--- src/rtl/pipe_hazard_ctrl.sv ---
// pipe_hazard_ctrl
//   Stall/bubble sequencer for the 5-stage RV32 pipeline. It covers three cases:
//   - a forced flush after reset,
//   - the load-use interlock,
//   - data-memory wait states, with a timeout into a sticky error state.
//   It also keeps saturating stall and branch-flush counters.
//
// Ports
//   clk, rst_n                       clock (rising edge), async active-low reset
//   rs1_id, rs2_id                   source registers of the ID instruction
//   rs1_used_id, rs2_used_id         source actually read by the ID instruction
//   rd_ex, mem_read_ex               destination / load flag of the EX instruction
//   branch_taken_ex                  EX resolved a taken branch or jump
//   mem_req_mem, dmem_ready          MEM-stage dmem access and completion
//   stall_if                         hold PC
//   stall_id/ex/mem/wb               hold the named pipe register
//   bubble_id/ex/mem/wb              load NOP into the named pipe register
//   mem_timeout                      sticky dmem timeout flag
//   stall_cnt, flush_cnt             saturating performance counters
module pipe_hazard_ctrl #(
    parameter int unsigned INIT_CYCLES = 4,
    parameter int unsigned MEM_TIMEOUT = 16,
    parameter int unsigned CNT_W       = 32
) (
    input  logic             clk,
    input  logic             rst_n,
    input  logic [4:0]       rs1_id,
    input  logic [4:0]       rs2_id,
    input  logic             rs1_used_id,
    input  logic             rs2_used_id,
    input  logic [4:0]       rd_ex,
    input  logic             mem_read_ex,
    input  logic             branch_taken_ex,
    input  logic             mem_req_mem,
    input  logic             dmem_ready,
    output logic             stall_if,
    output logic             stall_id,
    output logic             stall_ex,
    output logic             stall_mem,
    output logic             stall_wb,
    output logic             bubble_id,
    output logic             bubble_ex,
    output logic             bubble_mem,
    output logic             bubble_wb,
    output logic             mem_timeout,
    output logic [CNT_W-1:0] stall_cnt,
    output logic [CNT_W-1:0] flush_cnt
);

    typedef enum logic [1:0] {
        S_INIT     = 2'd0,
        S_RUN      = 2'd1,
        S_MEM_WAIT = 2'd2,
        S_ERROR    = 2'd3
    } state_e;

    state_e             state_q, state_d;
    logic [3:0]         init_cnt_q, init_cnt_d;
    logic [7:0]         wait_cnt_q, wait_cnt_d;
    logic [CNT_W-1:0]   stall_cnt_q, stall_cnt_d;
    logic [CNT_W-1:0]   flush_cnt_q, flush_cnt_d;

    logic mem_wait;
    logic load_use;

    assign mem_wait = mem_req_mem & ~dmem_ready;
    assign load_use = mem_read_ex & (rd_ex != 5'd0) &
                      ((rs1_used_id & (rd_ex == rs1_id)) |
                       (rs2_used_id & (rd_ex == rs2_id)));

    always_ff @(posedge clk or negedge rst_n) begin
        if (!rst_n) begin
            state_q     <= S_INIT;
            init_cnt_q  <= '0;
            wait_cnt_q  <= '0;
            stall_cnt_q <= '0;
            flush_cnt_q <= '0;
        end else begin
            state_q     <= state_d;
            init_cnt_q  <= init_cnt_d;
            wait_cnt_q  <= wait_cnt_d;
            stall_cnt_q <= stall_cnt_d;
            flush_cnt_q <= flush_cnt_d;
        end
    end

    always_comb begin
        state_d     = state_q;
        init_cnt_d  = init_cnt_q;
        wait_cnt_d  = wait_cnt_q;
        stall_cnt_d = stall_cnt_q;
        flush_cnt_d = flush_cnt_q;
        stall_if    = 1'b0;
        stall_id    = 1'b0;
        stall_ex    = 1'b0;
        stall_mem   = 1'b0;
        stall_wb    = 1'b0;
        bubble_id   = 1'b0;
        bubble_ex   = 1'b0;
        bubble_mem  = 1'b0;
        bubble_wb   = 1'b0;
        mem_timeout = 1'b0;

        unique case (state_q)
            S_INIT: begin
                // Flush every pipe register while the PC is held; inputs are don't-care.
                stall_if   = 1'b1;
                bubble_id  = 1'b1;
                bubble_ex  = 1'b1;
                bubble_mem = 1'b1;
                bubble_wb  = 1'b1;
                if (init_cnt_q == 4'(INIT_CYCLES - 1)) begin
                    state_d    = S_RUN;
                    init_cnt_d = '0;
                end else begin
                    init_cnt_d = init_cnt_q + 4'd1;
                end
            end

            S_RUN, S_MEM_WAIT: begin
                if (mem_wait) begin
                    // Freeze IF..MEM and drain a NOP into WB. Because EX is held,
                    // any branch there is seen again once the wait releases.
                    stall_if  = 1'b1;
                    stall_id  = 1'b1;
                    stall_ex  = 1'b1;
                    stall_mem = 1'b1;
                    bubble_wb = 1'b1;
                end else if (branch_taken_ex) begin
                    // The ID instruction is flushed, so a load-use hazard on it is moot.
                    bubble_id = 1'b1;
                    bubble_ex = 1'b1;
                    if (flush_cnt_q != '1) flush_cnt_d = flush_cnt_q + CNT_W'(1);
                end else if (load_use) begin
                    stall_if  = 1'b1;
                    stall_id  = 1'b1;
                    bubble_ex = 1'b1;
                end

                if (stall_if && (stall_cnt_q != '1)) stall_cnt_d = stall_cnt_q + CNT_W'(1);

                // The RUN cycle that first sees the wait counts as wait cycle 1. The
                // timeout therefore fires after MEM_TIMEOUT consecutive wait cycles.
                if (state_q == S_RUN) begin
                    if (mem_wait) begin
                        state_d    = S_MEM_WAIT;
                        wait_cnt_d = 8'd1;
                    end
                end else if (!mem_wait) begin
                    // Covers both dmem_ready and the request being withdrawn.
                    state_d    = S_RUN;
                    wait_cnt_d = '0;
                end else if (wait_cnt_q == 8'(MEM_TIMEOUT - 1)) begin
                    state_d = S_ERROR;
                end else begin
                    wait_cnt_d = wait_cnt_q + 8'd1;
                end
            end

            S_ERROR: begin
                stall_if    = 1'b1;
                stall_id    = 1'b1;
                stall_ex    = 1'b1;
                stall_mem   = 1'b1;
                stall_wb    = 1'b1;
                mem_timeout = 1'b1;
            end

            default: state_d = S_INIT;
        endcase
    end

    assign stall_cnt = stall_cnt_q;
    assign flush_cnt = flush_cnt_q;

endmodule

--- config.mk ---
export PLATFORM = sky130hd
export DESIGN_NAME = pipe_hazard_ctrl
export DESIGN_NICKNAME = d
export VERILOG_FILES = /design/src/rtl/pipe_hazard_ctrl.sv
export SDC_FILE = /design/constraint.sdc
export NUM_CORES = 1
export LEC_CHECK = 0
export CORE_UTILIZATION = 30
export CTS_CLUSTER_DIAMETER = 150
export DETAILED_ROUTE_END_ITERATION = 10
export GPL_ROUTABILITY_DRIVEN = 0
export GPL_TIMING_DRIVEN = 0
export SKIP_CTS_REPAIR_TIMING = 1
export SLEW_MARGIN = 40
export SYNTH_ARGS = -nofsm -noshare
export SYNTH_HDL_FRONTEND = slang
export SYNTH_SLANG_ARGS = --single-unit
--- constraint.sdc ---
create_clock -name clk -period 5.3 [get_ports clk]
set_input_delay 0.53 -clock clk [delete_from_list [all_inputs] [get_ports clk]]
set_output_delay 0.53 -clock clk [all_outputs]
set_load 0.02 [all_outputs]
== After elaboration in Yosys (flattened, before gate mapping) ==
Index checks and enable logic that the tools add are counted.

* Flip-flop bits (word level): 78
* Latch bits: 0
* RAM bits: 0
* Memory bits (read-only): 0
* Input port bits: 23
* Output and inout port bits: 74
* Word-level logic and storage cells: 69
* Memories kept: 0

* Add/sub/neg operators: 4
* Multipliers: 0
* Divide/modulo/power cells: 0
* $lt $le $gt $ge: 0
* Eq/ne operators: 14
* Shift operators: 0
* Multiplexer cells: 28
* Bitwise operators: 8
* Reductions and logical operators: 10

{| class="wikitable"
|+ Operators by type and width
! operator !! number
|-
| $add A32 B1 Y32 const B || 2
|-
| $ne A32 B32 Y1 const B || 2
|-
| $mux W8 || 4
|-
| $pmux W1 S2 || 6
|-
| $mux W1 || 11
|-
| $eq A5 B5 Y1 || 2
|-
| $mux W2 || 5
|-
| $add A8 B1 Y8 const B || 1
|-
| $eq A8 B4 Y1 const B || 1
|-
| $reduce_and A4 Y1 || 2
|-
| $ne A3 B3 Y1 const B || 2
|-
| $and A1 B1 Y1 || 5
|-
| $reduce_bool A5 Y1 || 1
|-
| $add A4 B1 Y4 const B || 1
|-
| $eq A2 B2 Y1 const B || 2
|-
| $eq A4 B2 Y1 const B || 1
|-
| $mux W4 || 1
|-
| $ne A2 B2 Y1 const B || 2
|-
| $ne A4 B4 Y1 const B || 1
|-
| $pmux W2 S2 || 1
|-
| $reduce_or A2 Y1 || 2
|-
| $reduce_and A3 Y1 || 1
|-
| $eq A2 B1 Y1 const B || 1
|-
| $logic_not A2 Y1 || 1
|-
| 5 further kinds || 6
|}

== Depth between registers and ports, before layout ==
Gate-level depths: netlist of run 1.

* Word-level depth: 10
* Mapped depth: 9
* Depth with buffers taken out: 8

== Least setup slack after synthesis of run 1 ==
No wires, ideal clock.

* Kind: register to output
* Start point: register state_q[0]
* End point: output bubble_ex
* Arrival: 1.871 ns
* Required time: 4.770 ns
* Setup slack: 2.899 ns
* Stages on the path, launching flop included: 7
* Buffers on the path: 1
* Cell sequence: dfrtp_1 > inv_1 > ha_1 > clkbuf_1 > nand3_1 > a21oi_1 > a21o_1

* Cells in the longest elaborated chain, start to end: 3
* Elaborated cells on any way between the ends: 5
* Those cells by class: eq/ne (2); mux (1); reduce/logical (2)

{| class="wikitable"
|+ RTL lines
! item !! RTL line !! text
|-
| start: declaration || 57 || <nowiki>state_e state_q, state_d;</nowiki>
|-
| start signal: assignment || 79 || <nowiki>state_q <= state_d;</nowiki>
|-
| $eq A2 B1 Y1 / $eq A2 B2 Y1 (equally long branches) || 104 || <nowiki>unique case (state_q)</nowiki>
|-
| $reduce_or A2 Y1 || 104 ||
|-
| $pmux W1 S2 * || 104 ||
|-
| end: declaration || 42 || <nowiki>output logic bubble_ex,</nowiki>
|}

Mark *: on every way between the ends. The rest lies on a longest branch, timed or not.

== Worst setup path in the final report of run 1 ==
* Start point: register state_q[0]
* End point: output stall_mem

* Cells in the longest elaborated chain, start to end: 3
* Elaborated cells on any way between the ends: 5
* Those cells by class: eq/ne (3); mux (1); reduce/logical (1)

{| class="wikitable"
|+ RTL lines
! item !! RTL line !! text
|-
| $eq A2 B1 Y1 / $eq A2 B2 Y1 (equally long branches) || 104 ||
|-
| $reduce_or A2 Y1 || 104 ||
|-
| $pmux W1 S2 * || 104 ||
|-
| end: declaration || 39 || <nowiki>output logic stall_mem,</nowiki>
|}

Marked as above.

==> impl_metrics.json, run 1 <==
{
  "grt_pass1_vias": 3528,
  "use_met3_pct": 4.104,
  "peakVddDrop_uv": 255.6,
  "fin_hold_ws_ns": 0.03677,
  "wl_per_cell_um": 14.82,
  "ff2ff_setup_slack_ns": 2.63,
  "diodes": 0,
  "nets": 560,
  "grt_use_met2_pct": 23.96,
  "yosys-top-cells-count": "78 x dfrtp_1, 41 x xnor2_1, 39 x nand2_1, 36 x xor2_1, 28 x nand3_1",
  "finalWorstSetupSlack_ns": 1.823,
  "p_leak_uw": 0.002324,
  "regToRegEndpoint": "flush_cnt[23]$_DFFE_PN0P_",
  "ys_ff_latch": 78,
  "rsz0062_at_grt": "no",
  "slew_headroom_pct": 55.78,
  "drcViolationCount": 0,
  "ys.warnings.count": 0,
  "status": "finished clean",
  "rows": 42,
  "postLayoutCoreUtil_pct": 42.33,
  "dp_hpwl_um": 7793,
  "grt_max_degree": 58,
  "start_util_pct": 31.17,
  "worst_slew_pin_slew_ns": 0.6578,
  "finalMaxSlewViolations": 0,
  "timing.rr.start": "state_q[0]$_DFFE_PN0P_",
  "tritoncts": "done",
  "busiest_layer": "met2",
  "startpoint": "state_q[0]$_DFFE_PN0P_",
  "cp-end-kind": "output pin",
  "netlist_area_um2": 4193,
  "synth_top_area_share_pct": 46.55,
  "path_clk_slew_ns": 0.06,
  "grtUsageTotal_pct": 15.59,
  "ys_seq_area_share_pct": 46.55,
  "die_width_um": 120.2,
  "post-place-ws_ns": 2.119,
  "hold_viol": 0,
  "cts_sinks": 78,
  "min_period_ns": 3.477,
  "dominantRegCellSynth": "dfrtp_1",
  "use_met1_pct": 20.93,
  "startpoint_type": "flip-flop",
  "grt_overflow": 0,
  "yosys.cell_types.count": 49,
  "clk_latency_ns": 0.34,
  "clockBufferDepth": 2,
  "vias": 3553,
  "crit_path_max_fanout": 10,
  "dr.pass1.iters": 4,
  "antenna_found_initial": 0,
  "crit_path_end": "stall_mem",
  "cts_root_buffer": "clkbuf_16",
  "core_um2": 13450,
  "p_per_area_nw_per_um2": 379.1,
  "area_growth_pct": 35.81,
  "post_dp_cell_area_um2": 5403,
  "worstSetupPathType": "flip-flop to output pin",
  "grt_pass1_wl_um": 17660,
  "final_area_um2": 5694,
  "synth_area_leader_cell": "dfrtp_1",
  "netlist_instances": 421,
  "die_y_um": 120.2,
  "finalWirelength_um": 10520,
  "setup_viol": 0,
  "io_pins": 97,
  "async_flop_share_pct": 100.0,
  "htree_num_levels": 3,
  "synth.avg_cell_area_um2": 9.959,
  "fin_setup_tns_ns": 0,
  "synth_nets": 452,
  "synth_area_leaders": "dfrtp_1 47%, xnor2_1 8.6%, xor2_1 7.5%",
  "max_freq_mhz": 287.6,
  "synth_edf_count": 0,
  "rr_worst_depth": 7,
  "period_share_pct": 65.60,
  "hp-class": "primary input to async pin",
  "required_ns": 4.77,
  "io_buffers": 96,
  "numCtsBuffers": 9,
  "yosysMostFrequentCell": "dfrtp_1",
  "dieArea_um2": 14450,
  "drt-initial-drc-count": 156,
  "vias_per_cell": 5.004,
  "drive_above_1_share_pct": 8.052,
  "ant_nets": 0,
  "cap_viol_max_count": 0,
  "finClkSkew_ns": 0.005749,
  "arrival_ns": 2.95
}
==> kinds of logic after synthesis <==
logic type,after synthesis,synth area share [%]
and+or+nand+nor,202,26.92
DFF,78,46.55
xor gates and xnor gates,77,16.08
AOI/OAI and AO/OA,26,3.820
buffers and inverters,25,2.925
adders and majority gates,8,2.387
muxes,5,1.313
==> how the worst min path moves through the flow <==
stage	startpoint	to
2_1_floorplan	rst_n	flush_cnt[0]$_DFFE_PN0P_
3_3_place_gp	stall_cnt[18]$_DFFE_PN0P_	stall_cnt[18]$_DFFE_PN0P_
6_report	rst_n	stall_cnt[23]$_DFFE_PN0P_
4_1_cts	rst_n	stall_cnt[23]$_DFFE_PN0P_
5_1_grt	rst_n	stall_cnt[22]$_DFFE_PN0P_
3_5_place_dp	rst_n	stall_cnt[23]$_DFFE_PN0P_
==> cell usage in the layout (no fill, tap or decap), drive strengths merged, types with 3 or more instances in the layout <==
master,instances
xnor2,41
clkinvlp,3
clkdlybuf4s50,95
inv,11
and3,6
nor4,20
nand2,41
or4,5
or3,3
or2,4
mux2,4
nor3,20
nor2,26
dfrtp,78
a21oi,5
o21ai,12
xor2,36
ha,8
and4,9
nand4,25
buf,11
and2,3
nand3,28
clkbuf,15
==> critical path, cell delays in order (launching register included) <==
cell,delay [ns]
dfrtp_1,0.40
inv_1,0.08
ha_1,0.27
clkbuf_1,0.34
clkbuf_1,0.43
a21oi_1,0.16
nor2_1,0.20
buf_4,0.14
clkdlybuf4s50_1,0.60
==> report_power, final <==
part	internal [uW]	switching, uW	total [uW]
Clock	363	243	606
Sequential	670	91.1	761
Combinational	331	461	792
Total	1360	795	2160
==> through the flow <==
step,std cells,power [uW]
after floorplan,421,1215
after global placement,693,1541
after detailed placement,694,1561
after CTS,710,2180
after global routing,710,2293
final,710,2159
==> cell type report <==
cell class / instances / area (um^2)
Buffer: 14 / 81.33
Clock buffer: 10 / 229.0
Clock inverter: 6 / 62.56
Fill cell: 1348 / 7759
Inverter: 11 / 41.29
Multi-Input combinational cell: 318 / 2118
Sequential cell: 78 / 1952
Tap cell: 176 / 220.2
Timing Repair Buffer: 97 / 989.7
==> state kept, by name (all words and copies together), names as in the netlist <==
register and cells:
flush_cnt 32, stall_cnt 32, wait_cnt_q 8, init_cnt_q 4
state_q 2
==> routing by layer <==
metal	share of wire (%)	up-vias
li1	-	1713
met3	5.0	17
met1	47	1734
met2	47	89
met4	1.6	0
met5	0	-
Note: power is estimated with default switching activity, not from simulation.
==> run 2: changes to the inputs <==
==> constraint.sdc (replaced) <==
create_clock -name clk -period 3.2 [get_ports clk]
set_input_delay 0.32 -clock clk [delete_from_list [all_inputs] [get_ports clk]]
set_output_delay 0.32 -clock clk [all_outputs]
set_load 0.02 [all_outputs]
==> run 2 against run 1 <==
Compared with the run above:
- final cell count stayed put
- global-route usage unchanged
- die area unchanged
- setup slack got worse by 1.6 ns
- clock power grew 67%
==> impl_metrics.json, run 2 (synthesis results as in run 1) <==
{
  "status": "finished clean",
  "htree_num_levels": 3,
  "cts_sinks": 78,
  "start_util_pct": 31.17,
  "io_buffers": 96,
  "postLayoutCoreUtil_pct": 42.43,
  "ff2ff_setup_slack_ns": 0.69,
  "area_growth_pct": 36.14,
  "die_y_um": 120.2,
  "drive_above_1_share_pct": 8.614,
  "slowest_stage": "clkdlybuf4s50_1",
  "p_leak_uw": 0.002334,
  "use_met1_pct": 20.93,
  "setup_viol": 0,
  "core_um2": 13450,
  "use_met3_pct": 4.104,
  "hp-class": "primary input to async pin",
  "p_per_area_nw_per_um2": 629.1,
  "crit_path_cell_trace": "inv_1 > ha_1 > inv_1 > nor4_1 > a21o_1 > clkdlybuf4s50_1",
  "grt_max_degree": 58,
  "worst_slew_pin_slew_ns": 0.6526,
  "required_ns": 2.88,
  "drcViolationCount": 0,
  "io_pins": 97,
  "grt_use_met2_pct": 23.96,
  "finalWorstSetupSlack_ns": 0.2037,
  "nets": 560,
  "cts_root_buffer": "clkbuf_16",
  "internal_power_uw": 2268,
  "peakVddDrop_uv": 424.3,
  "fin_hold_ws_ns": 0.3967,
  "p_seq_share_pct": 35.1,
  "dp_hpwl_um": 7793,
  "switching_power_uw": 1323,
  "dr.pass1.iters": 4,
  "path_common_cell": "inv_1",
  "grt_pass1_wl_um": 17660,
  "clk_latency_ns": 0.34,
  "finalWirelength_um": 10550,
  "clkPwrFrac_pct": 28.0,
  "grtUsageTotal_pct": 15.59,
  "slew_headroom_pct": 56.13,
  "min_period_ns": 2.996,
  "final_cell_mix": "95 x clkdlybuf4s50_1, 78 x dfrtp_1, 41 x xnor2_1",
  "vias_per_cell": 5.007,
  "finalMaxSlewViolations": 0,
  "slowest_delay_ns": 0.60,
  "clockBufferDepth": 2,
  "hold_viol": 0,
  "tritoncts": "done",
  "grt_pass1_vias": 3528,
  "cp-end-kind": "output pin",
  "cap_viol_max_count": 0,
  "finalPower_uw": 3591,
  "rsz0062_at_grt": "no",
  "drt-initial-drc-count": 157,
  "wl_per_cell_um": 14.86,
  "busiest_layer": "met2",
  "grt_overflow": 0,
  "final_common_cell": "clkdlybuf4s50_1",
  "combPwrFrac_pct": 36.8,
  "ant_nets": 0,
  "diodes": 0,
  "numCtsBuffers": 9,
  "die_width_um": 120.2,
  "antenna_found_initial": 0,
  "dieArea_um2": 14450,
  "path_clk_slew_ns": 0.06,
  "arrival_ns": 2.68,
  "post-place-ws_ns": 0.2843,
  "swShare_pct": 36.84,
  "max_freq_mhz": 333.7,
  "crit_path_max_fanout": 9,
  "vias": 3555,
  "worstSetupPathType": "flip-flop to output pin",
  "finClkSkew_ns": 0.006566,
  "startpoint_type": "flip-flop",
  "rows": 42,
  "period_share_pct": 93.64,
  "fill_cells": 1346
}
==> run 2: changes by cell type in the layout (fill, tap and decap cells not counted) <==
cell | previous run | this run
nand3_1 | 28 | 27
nand3_2 | 0 | 1
clkbuf_1 | 6 | 3
dlygate4sd3_1 | 0 | 1
clkbuf_2 | 0 | 2
==> run 2: path summary, 6_finish.rpt <==
path | start | cells after the start | endpoint
max | state_q[0]$_DFFE_PN0P_ | 6 | bubble_ex
min | rst_n | 2 | stall_cnt[23]$_DFFE_PN0P_
max reg2reg | flush_cnt[0]$_DFFE_PN0P_ | 9 | flush_cnt[8]$_DFFE_PN0P_
min reg2reg | stall_cnt[18]$_DFFE_PN0P_ | 1 | stall_cnt[18]$_DFFE_PN0P_
max in group asynchronous | rst_n | 3 | flush_cnt[25]$_DFFE_PN0P_
min in group clk | stall_cnt[18]$_DFFE_PN0P_ | 1 | stall_cnt[18]$_DFFE_PN0P_
==> run 2: final cells by class <==
cell class                 instances  area, um^2  area share (%)
timing repair buffer              98       999.7           17.51
sequential                        78        1952           34.20
multi-input combinational        318        2123           37.20
buffer                            13       80.08           1.403
clock buffer                      10       229.0           4.011
clock inverter                     6       62.56           1.096
inverter                          11       41.29          0.7234
tap                              176       220.2           3.858
==> run 2: through the flow <==
step                std cells  TNS (ns)  area, um^2
floorplan                 421         0        4193
detailed placement        694         0        5403
finish                    710         0        5708
CTS                       710   -0.1217        5694
global placement          693    -84.14        5374
global route              710         0        5708
==> run 2: power groups by stage <==
stage / Combinational [uW] / Sequential [uW] / Clock, uW
2_1_floorplan: 669 / 1340 / 0
3_3_place_gp: 1280 / 1270 / 0
3_5_place_dp: 1310 / 1280 / 0
4_1_cts: 1320 / 1260 / 1030
5_1_grt: 1440 / 1280 / 1080
6_report: 1320 / 1260 / 1010
==> run 2: per-layer routing <==
| layer | vias to the layer above | share of wire, % |
|---|---|---|
| met2 | 89 | 47 |
| met4 | 0 | 1.5 |
| met5 | - | 0 |
| met3 | 15 | 5.0 |
| li1 | 1717 | - |
| met1 | 1734 | 47 |
==> run 2: critical path, delay by kind of cell (launching register included) <==
kind                     cells  cell delay [ns]
buffers and inverters        3             0.94
adder cells (fa/ha/maj)      1             0.48
flip-flops                   1             0.41
AND/OR/NAND/NOR              1             0.34
AO/OA/AOI/OAI                1             0.17
